<file path="config.mk">
export PLATFORM = sky130hd
export DESIGN_NAME = fpga_cfg_loader
export DESIGN_NICKNAME = d
export VERILOG_FILES = /design/src/rtl/fpga_cfg_loader.sv
export SDC_FILE = /design/constraint.sdc
export NUM_CORES = 1
export LEC_CHECK = 0
export CAP_MARGIN = 15
export CORE_UTILIZATION = 30
export DETAILED_ROUTE_END_ITERATION = 10
export HOLD_SLACK_MARGIN = 0.05
export PLACE_DENSITY = 0.57
export SLEW_MARGIN = 40
export SYNTH_ARGS = -nofsm -noshare
export SYNTH_HDL_FRONTEND = slang
export SYNTH_SLANG_ARGS = --single-unit
</file>
<file path="constraint.sdc">
create_clock -name clk -period 3.7 [get_ports clk]
set_input_delay 0.74 -clock clk [delete_from_list [all_inputs] [get_ports clk]]
set_output_delay 0.74 -clock clk [all_outputs]
set_load 0.02 [all_outputs]
</file>
<file path="src/rtl/fpga_cfg_loader.sv">
// fpga_cfg_loader: sync-word hunting serial loader with even parity check,
// parallel programming word and fabric reset release, plus serial readback.
module fpga_cfg_loader #(
  parameter int          CFG_WIDTH = 116,
  parameter logic [7:0]  SYNC_WORD = 8'hA5,
  parameter int          CNT_W     = 7
) (
  input  logic                 clk,
  input  logic                 reset,
  input  logic                 cfg_valid,
  input  logic                 cfg_bit,
  output logic                 cfg_ready,
  input  logic                 cfg_restart,
  input  logic                 rb_req,
  output logic                 rb_valid,
  output logic                 rb_bit,
  output logic [CFG_WIDTH-1:0] prog_out,
  output logic                 fabric_reset,
  output logic                 cfg_done,
  output logic                 cfg_error
);
  typedef enum logic [2:0] {S_IDLE, S_LOAD, S_PARITY, S_DONE, S_READBACK, S_ERROR} state_t;
  state_t               state_q;
  logic [7:0]           sync_q;
  logic [7:0]           sync_d;
  logic [CFG_WIDTH-1:0] shadow_q;
  logic [CFG_WIDTH-1:0] shadow_d;
  logic [CFG_WIDTH-1:0] prog_q;
  logic [CFG_WIDTH-1:0] rb_sh_q;
  logic [CNT_W-1:0]     cnt_q;
  logic [CNT_W-1:0]     rb_cnt_q;
  logic                 rb_valid_q;
  logic                 rb_bit_q;
  logic                 fab_rst_q;
  logic                 done_q;
  logic                 err_q;
  logic                 acc;
  localparam logic [CNT_W-1:0] LAST = CNT_W'(CFG_WIDTH - 1);
  // ready is forced low while reset is held, not only after the state settles
  assign cfg_ready    = reset && (state_q == S_IDLE || state_q == S_LOAD || state_q == S_PARITY);
  assign acc          = cfg_valid && cfg_ready;
  assign sync_d       = {sync_q[6:0], cfg_bit};
  assign shadow_d     = {shadow_q[CFG_WIDTH-2:0], cfg_bit};
  assign prog_out     = prog_q;
  assign rb_valid     = rb_valid_q;
  assign rb_bit       = rb_bit_q;
  assign fabric_reset = fab_rst_q;
  assign cfg_done     = done_q;
  assign cfg_error    = err_q;
  always_ff @(posedge clk or negedge reset) begin
    if (!reset) begin
      state_q    <= S_IDLE;
      sync_q     <= '0;
      shadow_q   <= '0;
      prog_q     <= '0;
      rb_sh_q    <= '0;
      cnt_q      <= '0;
      rb_cnt_q   <= '0;
      rb_valid_q <= 1'b0;
      rb_bit_q   <= 1'b0;
      fab_rst_q  <= 1'b1;
      done_q     <= 1'b0;
      err_q      <= 1'b0;
    end else begin
      case (state_q)
        S_IDLE: if (acc) begin
          sync_q <= sync_d;
          if (sync_d == SYNC_WORD) begin
            state_q <= S_LOAD;
            cnt_q   <= '0;
          end
        end
        S_LOAD: if (acc) begin
          shadow_q <= shadow_d;
          cnt_q    <= cnt_q + 1'b1;
          if (cnt_q == LAST) state_q <= S_PARITY;
        end
        S_PARITY: if (acc) begin
          if (^{shadow_q, cfg_bit} == 1'b0) begin
            state_q   <= S_DONE;
            prog_q    <= shadow_q;
            done_q    <= 1'b1;
            fab_rst_q <= 1'b0;
          end else begin
            state_q <= S_ERROR;
            err_q   <= 1'b1;
          end
        end
        S_DONE, S_ERROR: if (cfg_restart) begin
          state_q   <= S_IDLE;
          prog_q    <= '0;
          fab_rst_q <= 1'b1;
          done_q    <= 1'b0;
          err_q     <= 1'b0;
          sync_q    <= '0;
          cnt_q     <= '0;
        end else if (rb_req && state_q == S_DONE) begin
          // first bit is presented straight away; the shadow copy feeds the rest
          state_q    <= S_READBACK;
          rb_sh_q    <= prog_q;
          rb_bit_q   <= prog_q[CFG_WIDTH-1];
          rb_valid_q <= 1'b1;
          rb_cnt_q   <= '0;
        end
        S_READBACK: if (rb_cnt_q == LAST) begin
          state_q    <= S_DONE;
          rb_valid_q <= 1'b0;
          rb_bit_q   <= 1'b0;
        end else begin
          rb_bit_q <= rb_sh_q[CFG_WIDTH-2];
          rb_sh_q  <= rb_sh_q << 1;
          rb_cnt_q <= rb_cnt_q + 1'b1;
        end
        default: state_q <= S_IDLE;
      endcase
    end
  end
endmodule

</file>
## Yosys cells after proc, flatten, opt, wreduce, memory -nomap -nowiden

Index checks and enable logic that the tools add are counted.

| cells by class | value |
|---|---|
| add/subtract/negate cells | 2 |
| equal/unequal tests | 21 |
| mux-type cells | 49 |
| reduce and logical (&&, ||, !) cells | 21 |

Operators with widths:

| operator | count |
|---|---|
| $mux 116 | 3 |
| $mux 115 | 3 |
| $pmux 116 s2 | 1 |
| $pmux 115 s2 | 1 |
| $reduce_xor 117->1 | 1 |
| $mux 7 | 9 |
| $pmux 7 s2 | 2 |
| $mux 3 | 9 |
| $pmux 7 s3 | 1 |
| $ne 2x2->1 const B | 9 |
| $reduce_and 4->1 | 4 |
| $pmux 3 s5 | 1 |
| $add 7x1->7 const B | 2 |
| $eq 7x7->1 const B | 2 |
| $mux 1 | 14 |
| $pmux 1 s2 | 5 |
| $eq 8x8->1 const B | 1 |
| $reduce_and 7->1 | 1 |
| $eq 3x2->1 const B | 2 |
| $eq 3x3->1 const B | 2 |
| $ne 2x1->1 const B | 3 |
| $reduce_and 3->1 | 2 |
| $reduce_bool 2->1 | 3 |
| $reduce_and 5->1 | 1 |
| other kinds (8) | 11 |

| storage, ports and cells | value |
|---|---|
| bits of input ports | 6 |
| output and inout bits | 122 |
| flip-flop bits (word level) | 376 |
| logic and storage cells | 105 |

## Depth between registers and ports, before layout

Gate-level depths: netlist (run 1).

| depth | value |
|---|---|
| word-level depth | 7 |
| mapped depth | 10 |
| gate-level depth less buffers | 8 |

## Worst setup path after synthesis (run 1)

No wires, ideal clock.

| path | value |
|---|---|
| path type | input -> register |
| start | input port cfg_bit |
| end | register prog_q[100], in the netlist prog_out[100] |
| setup time | 0.079 ns |
| buffers on the path | 2 |
| cell stages on the path | 10 |
| data required time | 3.621 ns |
| arrival time | 2.491 ns |
| slack | 1.130 ns |
| path through | xnor2_1 > xnor2_1 > xnor2_1 > xnor2_1 > xnor2_1 > xnor3_1 > nand2_4 > buf_6 > buf_8 > mux2i_1 |

| between the ends | value |
|---|---|
| word-level cells in the longest chain between the ends | 3 |

RTL lines:

| element | RTL line | source |
|---|---|---|
| from (decl) | 11 | `input logic cfg_bit,` |
| $reduce_xor 117->1 | 79 | `if (^{shadow_q, cfg_bit} == 1'b0) begin` |
| $ne 2x2->1 (no source line) | n/a |  |
| $reduce_and 4->1 (no source line) | n/a |  |
| to (signal assigned) | 81 | `prog_q <= shadow_q;` |
| to (decl) | 28 | `logic [CFG_WIDTH-1:0] prog_q;` |

No other way between the ends.
A chain may end at the register's enable or synchronous reset.

## Worst setup path after layout (run 1)

| path | value |
|---|---|
| start | register shadow_q[13] |
| end | register prog_q[33], in the netlist prog_out[33] |

| between the ends | value |
|---|---|
| word-level cells in the longest chain between the ends | 3 |

RTL lines:

| element | RTL line | source |
|---|---|---|
| from (decl) | 26 | `logic [CFG_WIDTH-1:0] shadow_q;` |
| from (signal assigned) | 74 | `shadow_q <= shadow_d;` |
| $reduce_xor 117->1 | 79 |  |
| $ne 2x2->1 (no source line) | n/a |  |
| $reduce_and 4->1 (no source line) | n/a |  |

No other way between the ends.

==> results.md, run 1 <==
* CTS Sinks at 376
* Via Count at 11245
* Measured slew at the worst slew-check pin at 737 ps
* P_sw at 3600 uW
* Clk buf depth at 3
* Cell Pwr Density at 540 nW/um^2
* DRC Markers at 0
* CP peak stage delay at 600 ps
* Setup violations, final at 0
* Root buffer cell: clkbuf_16
* WP data required at 4170 ps
* Setup TNS at 0 ps
* Die H at 245 um
* Worst R2R Setup Slack at 640 ps
* Status: complete, no violations
* CTS buffer count at 43
* Iteration-0 DRC Markers at 646
* RSZ-0062 raised after global routing: no
* Pre-Repair DR Iteration Count at 6
* Fraction of layout cells with a size suffix above 1 at 12.6%
* Fraction of the mapped netlist area in simple logic gates at 6.96%
* Sw Ratio at 31.3%
* Starting Density at 30.6%
* PortBufs at 127
* Total leakage power at 0.0103 uW
* CTS tree: built
* Yosys warns at 0
* Worst setup SP type: flop
* Syn nets at 1514
* Slew headroom at 50.8%
* Die ar. at 60100 um^2
* Total global routing overflow at 0
* Area of the multi-input gates at 7940 um^2
* CP max stage cell: xnor3_1
* Final hold violation count at 0
* Power share of the clock group at 36.1%
* Cell Chain, Critical Path: xor2_1 > xnor2_1 > xnor2_1 > xnor2_1 > xnor2_1 > xnor3_1 > nand2_8 > buf_12 > mux2i_1
* Combinational share of power at 25.1%
* Hold WS at 80.9 ps
* Critical Path Sink Type: flop
* Compound-gate portion of the synthesized area at 4.53%
* Dpl hpwl at 26.2 mm
* Post_cts resized at 0
* Synth Area in Adders at 0.141%
* Gp weighted congestion at 0.754
* Most used cell, CP: xnor2_1
* Area Growth Syn to Fin at 20.1%
* Top delay family on crit path: XOR/XNOR gates
* Layout fillers at 5596
* Fin nets at 1616
* GRT Total Usage at 13.7%
* Htree depth at 2
* Cell count after synthesis at 1506
* Synth Cell Area at 17700 um^2
* Crit path time final at 3060 ps
* # rows at 88
* Count of pins over their slew limit at 0
* Vias/cell at 4.68
* Clock transition at path regs at 60 ps
* Crit path buffers/inverters at 1
* Largest family of logic cells by synthesized area: multiplexers
* Sequential share of the synthesized area at 53.0%
* Final wirelength at 40.1 mm
* Antenna violations before repair at 0
* I/O pin count at 128
* Worst-Skew Late Latency at 570 ps
* Setup bufs post-CTS at 0
* Core Region at 58000 um^2
* Largest net degree at the start of global routing at 153
* Maxcap violations at 0
* Drt wl/cell at 16.7 um
* Setup CP Type: flop to flop
* Sequential share of power at 38.8%
* Antenna cells at 0
* Data arrival, critical path at 3530 ps
* Mux share of post-synthesis cell area at 26.9%
* Post-Synth XOR/XNOR Area at 6.01%
* Antenna viol nets, final at 0
* Yosys reg bits at 376
* Clock Skew at 21.4 ps
* Vias in the first global route at 11531
* FMAX at 327 MHz
* Post-cts hold buffer count at 0
* Cell internal pwr at 7900 uW
* Peak supply drop at 0.000316 V
* Die X at 245 um
* Crit Path Max Fanout at 37
* Synth Area per Inst at 11.8 um^2
* Worst Hold Class: input pin to async pin
* Final worst path period share at 82.8%
* First-pass GRT wire length at 66.1 mm
* Synth cell types at 39
* Reg area at 9410 um^2
==> sequential cells by signal, indices dropped and copies added, names as in the netlist <==
| signal | cells |
|---|---|
| cfg_done | 1 |
| cfg_error | 1 |
| cnt_q | 7 |
| fabric_reset | 1 |
| prog_out | 116 |
| rb_bit | 1 |
| rb_cnt_q | 7 |
| rb_sh_q | 115 |
| rb_valid | 1 |
| shadow_q | 116 |
| state_q | 3 |
| sync_q | 7 |
==> final timing paths <==
| path | depth (start not counted) | startpoint | end |
|---|---|---|---|
| worst max-delay path | 9 | shadow_q[13]$_DFFE_PN0P_ | prog_out[33]$_DFFE_PN0P_ |
| worst min-delay path | 1 | reset | cnt_q[5]$_DFFE_PN0P_ |
| worst max register to register | 9 | shadow_q[13]$_DFFE_PN0P_ | prog_out[33]$_DFFE_PN0P_ |
| worst min register to register | 2 | rb_sh_q[105]$_DFFE_PN0P_ | rb_sh_q[105]$_DFFE_PN0P_ |
| max in group asynchronous | 4 | reset | rb_sh_q[63]$_DFFE_PN0P_ |
| min in group clk | 2 | rb_sh_q[105]$_DFFE_PN0P_ | rb_sh_q[105]$_DFFE_PN0P_ |
==> cell type report <==
| cell class | count | area share [%] |
|---|---|---|
| clock buffer | 69 | 6.27 |
| timing repair buffer | 148 | 7.55 |
| multi-input combinational | 1037 | 37.3 |
| tap | 765 | 4.49 |
| sequential | 376 | 44.2 |
| clock inverter | 5 | 0.217 |
| inverter | 2 | 0.0352 |
==> kinds of logic after synthesis <==
family | count (synthesis)
xor gates and xnor gates | 117
DFF | 376
AOI/OAI and AO/OA | 150
and+or+nand+nor | 306
muxes | 462
buffers and inverters | 93
adders and majority gates | 2
==> placed cells by master, fill, tap and decap left out, types with 3 or more instances in the layout <==
master             n
clkbuf_16         44
xor2_1            18
mux2i_1          346
xnor3_1            3
xnor2_1           96
buf_12            12
nand2b_1           6
nand4_1            7
clkbuf_1          11
buf_4              7
mux2_2           116
nand2_1          254
a31oi_1            3
o21ai_0          131
dfrtp_1          375
nand3_1            5
nor2_1            14
and3_1             6
clkdlybuf4s50_1  126
a22o_1             8
nor3_1             3
clkbuf_8          14
==> routing by layer <==
layer / up-vias / routed length [um] / global-route usage, %
li1: 5416 / - / -
met1: 5601 / 19300 / 19.2
met2: 170 / 17800 / 20.7
met3: 58 / 1850 / 2.81
met4: 0 / 1130 / 4.98
met5: - / 0 / 0
==> synthesized netlist by cell type <==
library cell	count	area (um^2)
a211oi_1	1	7.51
nor4bb_1	1	10.0
dfstp_2	1	26.3
and2_1	1	6.26
nor2_1	16	60.1
dfrtp_1	375	9380
o221ai_1	1	8.76
a22o_1	8	70.1
a21o_1	1	7.51
nand4_1	7	43.8
ha_1	2	25.0
buf_6	1	11.3
nand2b_1	6	37.5
xor2_1	18	158
or3_1	1	6.26
and3_1	6	37.5
nor4_1	1	6.26
mux2_2	116	1310
a2111oi_0	1	8.76
nor3_1	3	15.0
a21oi_1	2	10.0
or4_1	1	7.51
clkbuf_1	65	244
buf_1	3	11.3
nand2_1	255	957
xnor2_1	96	841
nor2b_1	1	6.26
a31oi_1	3	18.8
mux2i_1	346	3460
inv_1	2	7.51
o21ai_0	131	656
buf_4	8	60.1
buf_2	11	55.1
a221o_1	1	10.0
o21bai_1	1	7.51
nand3_1	6	30.0
xnor3_1	3	67.6
nand2_4	1	11.3
buf_8	3	45.0
==> stage by stage <==
stage	instance area (um^2)	util (%)	setup slack (ps)	cells	power [uW]
detailed placement	19900	34.3	248	2328	7460
global placement	19900	34.3	263	2327	7410
floorplan	17700	-	1130	1506	6710
global route	21300	36.7	372	2402	12100
finish	21300	36.7	638	2402	11500
CTS	21300	36.7	416	2402	11700
==> power groups by stage <==
stage	Sequential [uW]	Clock, uW	Combinational [uW]
floorplan	4500	0	2210
global placement	4520	0	2890
detailed placement	4540	0	2920
CTS	4460	4300	2940
global route	4490	4450	3110
finish	4470	4160	2880
No activity file was read; power rests on OpenSTA's default activity.
==> run 2, diff against run 1 <==
--- a/config.mk
+++ b/config.mk
@@ -9,7 +9,7 @@
 export CORE_UTILIZATION = 30
 export DETAILED_ROUTE_END_ITERATION = 10
 export HOLD_SLACK_MARGIN = 0.05
-export PLACE_DENSITY = 0.57
+export PLACE_DENSITY = 0.59
 export SLEW_MARGIN = 40
 export SYNTH_ARGS = -nofsm -noshare
 export SYNTH_HDL_FRONTEND = slang
==> constraint.sdc (replaced) <==
create_clock -name clk -period 2.6 [get_ports clk]
set_input_delay 0.52 -clock clk [delete_from_list [all_inputs] [get_ports clk]]
set_output_delay 0.52 -clock clk [all_outputs]
set_load 0.02 [all_outputs]
==> run 2 against run 1 <==
The flow now finishes with violations (negative setup slack). Global-route usage up 0.40 points. Routed wire length up 3.9%. Combinational power up 74%. Maximum frequency up 8.7%. Largest cell class unchanged.
==> results.md, run 2 (synthesis results as in run 1) <==
* Crit Path Max Fanout at 6 (-84%)
* Drt wl/cell at 16.4 um (-1.8%)
* Root buffer cell: clkbuf_16
* Fin nets at 1752 (+8.4%)
* Final wirelength at 41.6 mm (+3.9%)
* Count of pins over their slew limit at 0 (unchanged)
* Fin area at 22700 um^2 (+6.4%)
* I/O pin count at 128 (unchanged)
* Clk buf depth at 3 (unchanged)
* Crit path time final at 2820 ps (-244 ps)
* Final Core Density at 39.1% (+2.4 points)
* Status: finished with violations
* PortBufs at 127 (unchanged)
* Peak supply drop at 0.000547 V (+73%)
* Vias in the first global route at 12225 (+6.0%)
* Antenna cells at 0 (unchanged)
* Area of the multi-input gates at 8030 um^2 (+1.1%)
* Die H at 245 um (unchanged)
* Total global routing overflow at 0 (unchanged)
* Largest net degree at the start of global routing at 145 (-5.2%)
* Gp weighted congestion at 0.751 (-0.48%)
* Clock Skew at 19.4 ps (-1.95 ps)
* Die ar. at 60100 um^2 (unchanged)
* Antenna violations before repair at 0 (unchanged)
* CTS tree: built
* Data arrival, critical path at 3290 ps (-240 ps)
* Setup violations, final at 121 (+121)
* Final WS setup at -218 ps (-856 ps)
* DP Area at 20900 um^2 (+5.0%)
* Clock transition at path regs at 60 ps (about the same)
* Total leakage power at 0.0112 uW (+8.6%)
* Maxcap violations at 0 (unchanged)
* CTS buffer count at 43 (unchanged)
* First-pass GRT wire length at 68.0 mm (+3.0%)
* RSZ-0062 raised after global routing: yes
* Pre-CTS setup slack at -583 ps (-831 ps)
* # rows at 88 (unchanged)
* Layout fillers at 5566 (-0.54%)
* Leading cell type in the layout, fill and taps excluded: dfrtp_1
* Htree depth at 2 (unchanged)
* Critical Path Sink Type: flop
* Die X at 245 um (unchanged)
* Cell Pwr Density at 764 nW/um^2 (+41%)
* Worst setup SP type: flop
* Pre-Repair DR Iteration Count at 5 (-1)
* GRT Total Usage at 14.1% (+0.40 points)
* Starting Density at 30.6% (unchanged)
* Slew headroom at 50.2% (-0.67 points)
* Failing checks: negative setup slack
* CTS Sinks at 376 (unchanged)
* Worst Hold Class: flop to flop
* Core Region at 58000 um^2 (unchanged)
* FMAX at 355 MHz (+8.7%)
* WP data required at 3080 ps (-1090 ps)
* Antenna viol nets, final at 0 (unchanged)
* Area Growth Syn to Fin at 27.8%
* Measured slew at the worst slew-check pin at 745 ps (+7.26 ps)
* Dpl hpwl at 27.5 mm (+4.9%)
* Commonest cells after routing, fill and taps aside: 375 x dfrtp_1, 345 x mux2i_1, 253 x nand2_1
* Reg area at 9410 um^2 (unchanged)
* Vias/cell at 4.65 (-0.75%)
* Fraction of layout cells with a size suffix above 1 at 19.9% (+7.2 points)
* DRC Markers at 0 (unchanged)
* Final worst path period share at 108% (+26 points)
* Worst-Skew Late Latency at 550 ps (-20 ps)
* Setup CP Type: flop to flop
* Final hold violation count at 0 (unchanged)
* Iteration-0 DRC Markers at 610 (-5.6%)
* Via Count at 11807 (+5.0%)
[run 2: changes by cell type in the layout (fill, tap and decap cells not counted), moves of 6 or more]
cell	delta
clkbuf_8	-7
buf_16	+6
clkinv_2	+6
xnor2_1	-7
xnor2_2	+7
buf_4	+114
[run 2: power by group]
group	internal, uW	switching [uW]
sequential	6090	232
combinational	2300	2720
clock	3570	2420
[run 2: layer usage]
metal	part of all wire, %	wire, um	track usage (%)
met1	47	19700	19.6
met2	47	19600	22.6
met4	1.8	732	3.92
met3	3.7	1560	2.30
met5	0	0	0
[run 2: area by class of cell]
| type | count | share of cell area [%] |
|---|---|---|
| Timing Repair Buffer | 283 | 12.7 |
| Inverter | 2 | 0.0331 |
| Multi-Input combinational cell | 1038 | 35.4 |
| Clock inverter | 12 | 0.524 |
| Tap cell | 765 | 4.22 |
| Sequential cell | 376 | 41.5 |
| Clock buffer | 65 | 5.61 |
[run 2: worst max-delay path, stage by stage (launching register included)]
cell and delay (ps):
dfrtp_1 410, xnor2_2 160, xnor2_2 280, xnor2_1 140, xnor2_1 240, xnor2_2 150
buf_4 160, xnor3_2 510, nand2_8 200, buf_6 160, clkbuf_16 150, mux2i_1 170
[run 2: final timing paths]
kind	start	endpoint	slack, ps	cells past startpoint
worst max-delay path	shadow_q[14]$_DFFE_PN0P_	prog_out[32]$_DFFE_PN0P_	-220	11
worst min-delay path	rb_sh_q[80]$_DFFE_PN0P_	rb_sh_q[80]$_DFFE_PN0P_	480	2
worst max register to register	shadow_q[14]$_DFFE_PN0P_	prog_out[32]$_DFFE_PN0P_	-220	11
worst min register to register	rb_sh_q[80]$_DFFE_PN0P_	rb_sh_q[80]$_DFFE_PN0P_	480	2
max in group asynchronous	reset	prog_out[71]$_DFFE_PN0P_	460	5
min in group asynchronous	reset	shadow_q[20]$_DFFE_PN0P_	540	3
[run 2: metrics by stage]
stage / hold WS, ps / setup TNS, ps / total power [uW] / instances
after global routing: 495 / -41790 / 18200 / 2541
final: 476 / -19260 / 17300 / 2541
after global placement: 342 / -65060 / 10700 / 2448
after floorplan: 224 / 0 / 9550 / 1506
after detailed placement: 341 / -58060 / 10800 / 2449
after CTS: 141 / -30260 / 17300 / 2535
[run 2: timing repair]
action | 4_1_cts | 5_1_grt
pin swaps | 1 | 2
buffers inserted | 4 | 2
hold buffers | 2 | 1
hold endpoints to repair | 7 | 40
gates cloned | 3 | 3
setup endpoints to repair | 121 | 122
resized for setup | 11 | 16
==> run 3, diff against run 2 <==
--- a/config.mk
+++ b/config.mk
@@ -6,6 +6,7 @@
 export NUM_CORES = 1
 export LEC_CHECK = 0
 export CAP_MARGIN = 15
+export CORE_MARGIN = 5
 export CORE_UTILIZATION = 30
 export DETAILED_ROUTE_END_ITERATION = 10
 export HOLD_SLACK_MARGIN = 0.05
==> run 3 against run 2 <==
The run still ends with negative setup slack left. Sequential share of layout area fell by 0.29 points. Utilization fell by 0.24 points. Maximum frequency rose by 0.98%. Highest routed layer unchanged.
==> results.md, run 3 (synthesis results as in run 1) <==
* Gp weighted congestion at 0.748 (-0.33%)
* Fin area at 22800 um^2 (+0.72%)
* Fin nets at 1753 (+0.057%)
* Worst Hold Launch: rb_sh_q[95]$_DFFE_PN0P_
* CTS Sinks at 376 (unchanged)
* Antenna violations before repair at 0 (unchanged)
* Crit Path Max Fanout at 23 (+17)
* Cell Pwr Density at 778 nW/um^2 (+1.9%)
* Peak supply drop at 0.000633 V (+16%)
* DRC Markers at 0 (unchanged)
* GRT Total Usage at 13.0% (-1.1 points)
* Vias in the first global route at 12078 (-1.2%)
* Largest net degree at the start of global routing at 155 (+6.9%)
* Hold depth at 2 (unchanged)
* Drt wl/cell at 16.3 um (-0.26%)
* RSZ-0062 raised after global routing: yes
* Clock transition at path regs at 60 ps (about the same)
* Worst Hold Class: flop to flop
* Die X at 253 um (+3.3%)
* Hold WS at 478 ps (+1.80 ps)
* Crit path time final at 2790 ps (-27.3 ps)
* Total global routing overflow at 0 (unchanged)
* Vias/cell at 4.61 (-0.81%)
* WL met1 at 19.2 mm (-2.6%)
* WP data required at 3080 ps (about the same)
* Starting Density at 30.2% (-0.40 points)
* Setup CP Type: flop to flop
* Reg-to-reg startpoint: shadow_q[60]$_DFFE_PN0P_
* Final Core Density at 38.8% (-0.24 points)
* Iteration-0 DRC Markers at 646 (+5.9%)
* Htree depth at 2 (unchanged)
* Setup TNS at -14980 ps (+4280 ps)
* Fraction of layout cells with a size suffix above 1 at 20.7% (+0.82 points)
* Clock Skew at 32.5 ps (+13.1 ps)
* DP Area at 21000 um^2 (+0.48%)
* Clk buf depth at 3 (unchanged)
* Worst setup SP type: flop
* Worst-Skew Late Latency at 580 ps (+30 ps)
* Slew headroom at 57.4% (+7.2 points)
* Commonest cells after routing, fill and taps aside: 374 x dfrtp_1, 344 x mux2i_1, 254 x nand2_1
* CTS buffer count at 43 (unchanged)
* Root buffer cell: clkbuf_16
* Count of pins over their slew limit at 0 (unchanged)
* Worst R2R Setup Slack at -190 ps (+30 ps)
* PortBufs at 127 (unchanged)
* Total leakage power at 0.0112 uW (+0.50%)
* Antenna viol nets, final at 0 (unchanged)
* Core Region at 58800 um^2 (+1.3%)
* I/O pin count at 128 (unchanged)
* Via Count at 11758 (-0.42%)
* Cell Count Post-Placement at 2464 (+0.61%)
* Routed wire length on met2 at 19.7 mm (+0.55%)
* Wire length on met3 at 1.88 mm (+21%)
* Worst-case reg-to-reg path depth at 10 (-1)
* Measured slew at the worst slew-check pin at 639 ps (-105 ps)
* Setup violations, final at 118 (-2.5%)
* Critical Path Sink Type: flop
* FMAX at 358 MHz (+0.98%)
* Area Growth Syn to Fin at 28.7%
* Final wirelength at 41.7 mm (+0.13%)
* Worst r2r dst: prog_out[42]$_DFFE_PN0P_
* Final WS setup at -191 ps (+27.3 ps)
* Die H at 253 um (+3.3%)
* Data arrival, critical path at 3270 ps (-20 ps)
* # rows at 89 (+1.1%)
* Die ar. at 64100 um^2 (+6.6%)
* Leading cell type in the layout, fill and taps excluded: dfrtp_1
* Maxcap violations at 0 (unchanged)
* CTS tree: built
* Dpl hpwl at 28.4 mm (+3.3%)
* Pre-Repair DR Iteration Count at 4 (-1)
* Final worst path period share at 107% (-1.0 points)
* Failing checks: negative setup slack
* First-pass GRT wire length at 68.0 mm (about the same)
* Max layer used: met4
* Hold endpoint: rb_sh_q[95]$_DFFE_PN0P_
* Final hold violation count at 0 (unchanged)
* Antenna cells at 0 (unchanged)
* Status: finished with violations
* Non-filler cells, final at 2551 (+0.39%)
==> run 3: cell count changes in the layout (fill, tap and decap cells not counted), moves of 4 or more <==
cell / previous run / this run
clkbuf_1: 13 / 5
buf_12: 17 / 24
clkbuf_8: 7 / 13
clkbuf_16: 48 / 43
xnor2_1: 89 / 85
xnor2_2: 7 / 11
==> run 3: what timing repair did <==
action	in CTS	in global routing
setup buffers	2	3
resized for setup	15	16
pin swaps	8	1
hold buffers	1	1
endpoints found under the setup margin	122	122
endpoints found under the hold margin	35	60
cloned	2	0
==> run 3: how the worst max path moves through the flow <==
stage / from / endpoint / slack (ps)
3_5_place_dp: cfg_bit / prog_out[111]$_DFFE_PN0P_ / -550
4_1_cts: shadow_q[66]$_DFFE_PN0P_ / prog_out[15]$_DFFE_PN0P_ / -240
5_1_grt: shadow_q[48]$_DFFE_PN0P_ / prog_out[47]$_DFFE_PN0P_ / -340
3_3_place_gp: cfg_bit / prog_out[112]$_DFFE_PN0P_ / -620
6_report: shadow_q[60]$_DFFE_PN0P_ / prog_out[42]$_DFFE_PN0P_ / -190
2_1_floorplan: shadow_q[48]$_DFFE_PN0P_ / prog_out[100]$_DFFE_PN0P_ / 170
==> run 3: layout make-up <==
class	count	area, um^2
fillers	5600	36000
clock inverters	17	244
inverters	2	7.51
multi-input cells	1038	8060
flip-flops and latches	376	9410
well taps	773	967
repair buffers	284	2870
clock buffers	61	1270
==> run 3: critical path, cell delays in order, from the launching register on <==
cell,delay [ps]
dfrtp_1,410
xor2_1,180
xnor2_1,210
xnor2_1,140
buf_4,130
xnor3_1,360
xnor3_1,230
xnor3_2,350
nand2_8,210
buf_12,220
mux2i_1,220
==> run 3: routing by layer <==
layer	global-route usage, %	vias up
met3	3.07	60
li1	-	5695
met5	0	-
met2	21.0	159
met1	17.7	5844
met4	3.21	0
==> run 3: where the power goes <==
group          switching, uW  internal, uW
clock                   2520          3920
combinational           2690          2300
sequential               256          6090
==> run 3: through the flow <==
stage	setup WS (ps)	power [uW]
after global placement	-623	10900
after global routing	-336	18600
final	-191	17800
after detailed placement	-549	10900
after CTS	-238	17700
after floorplan	165	9550
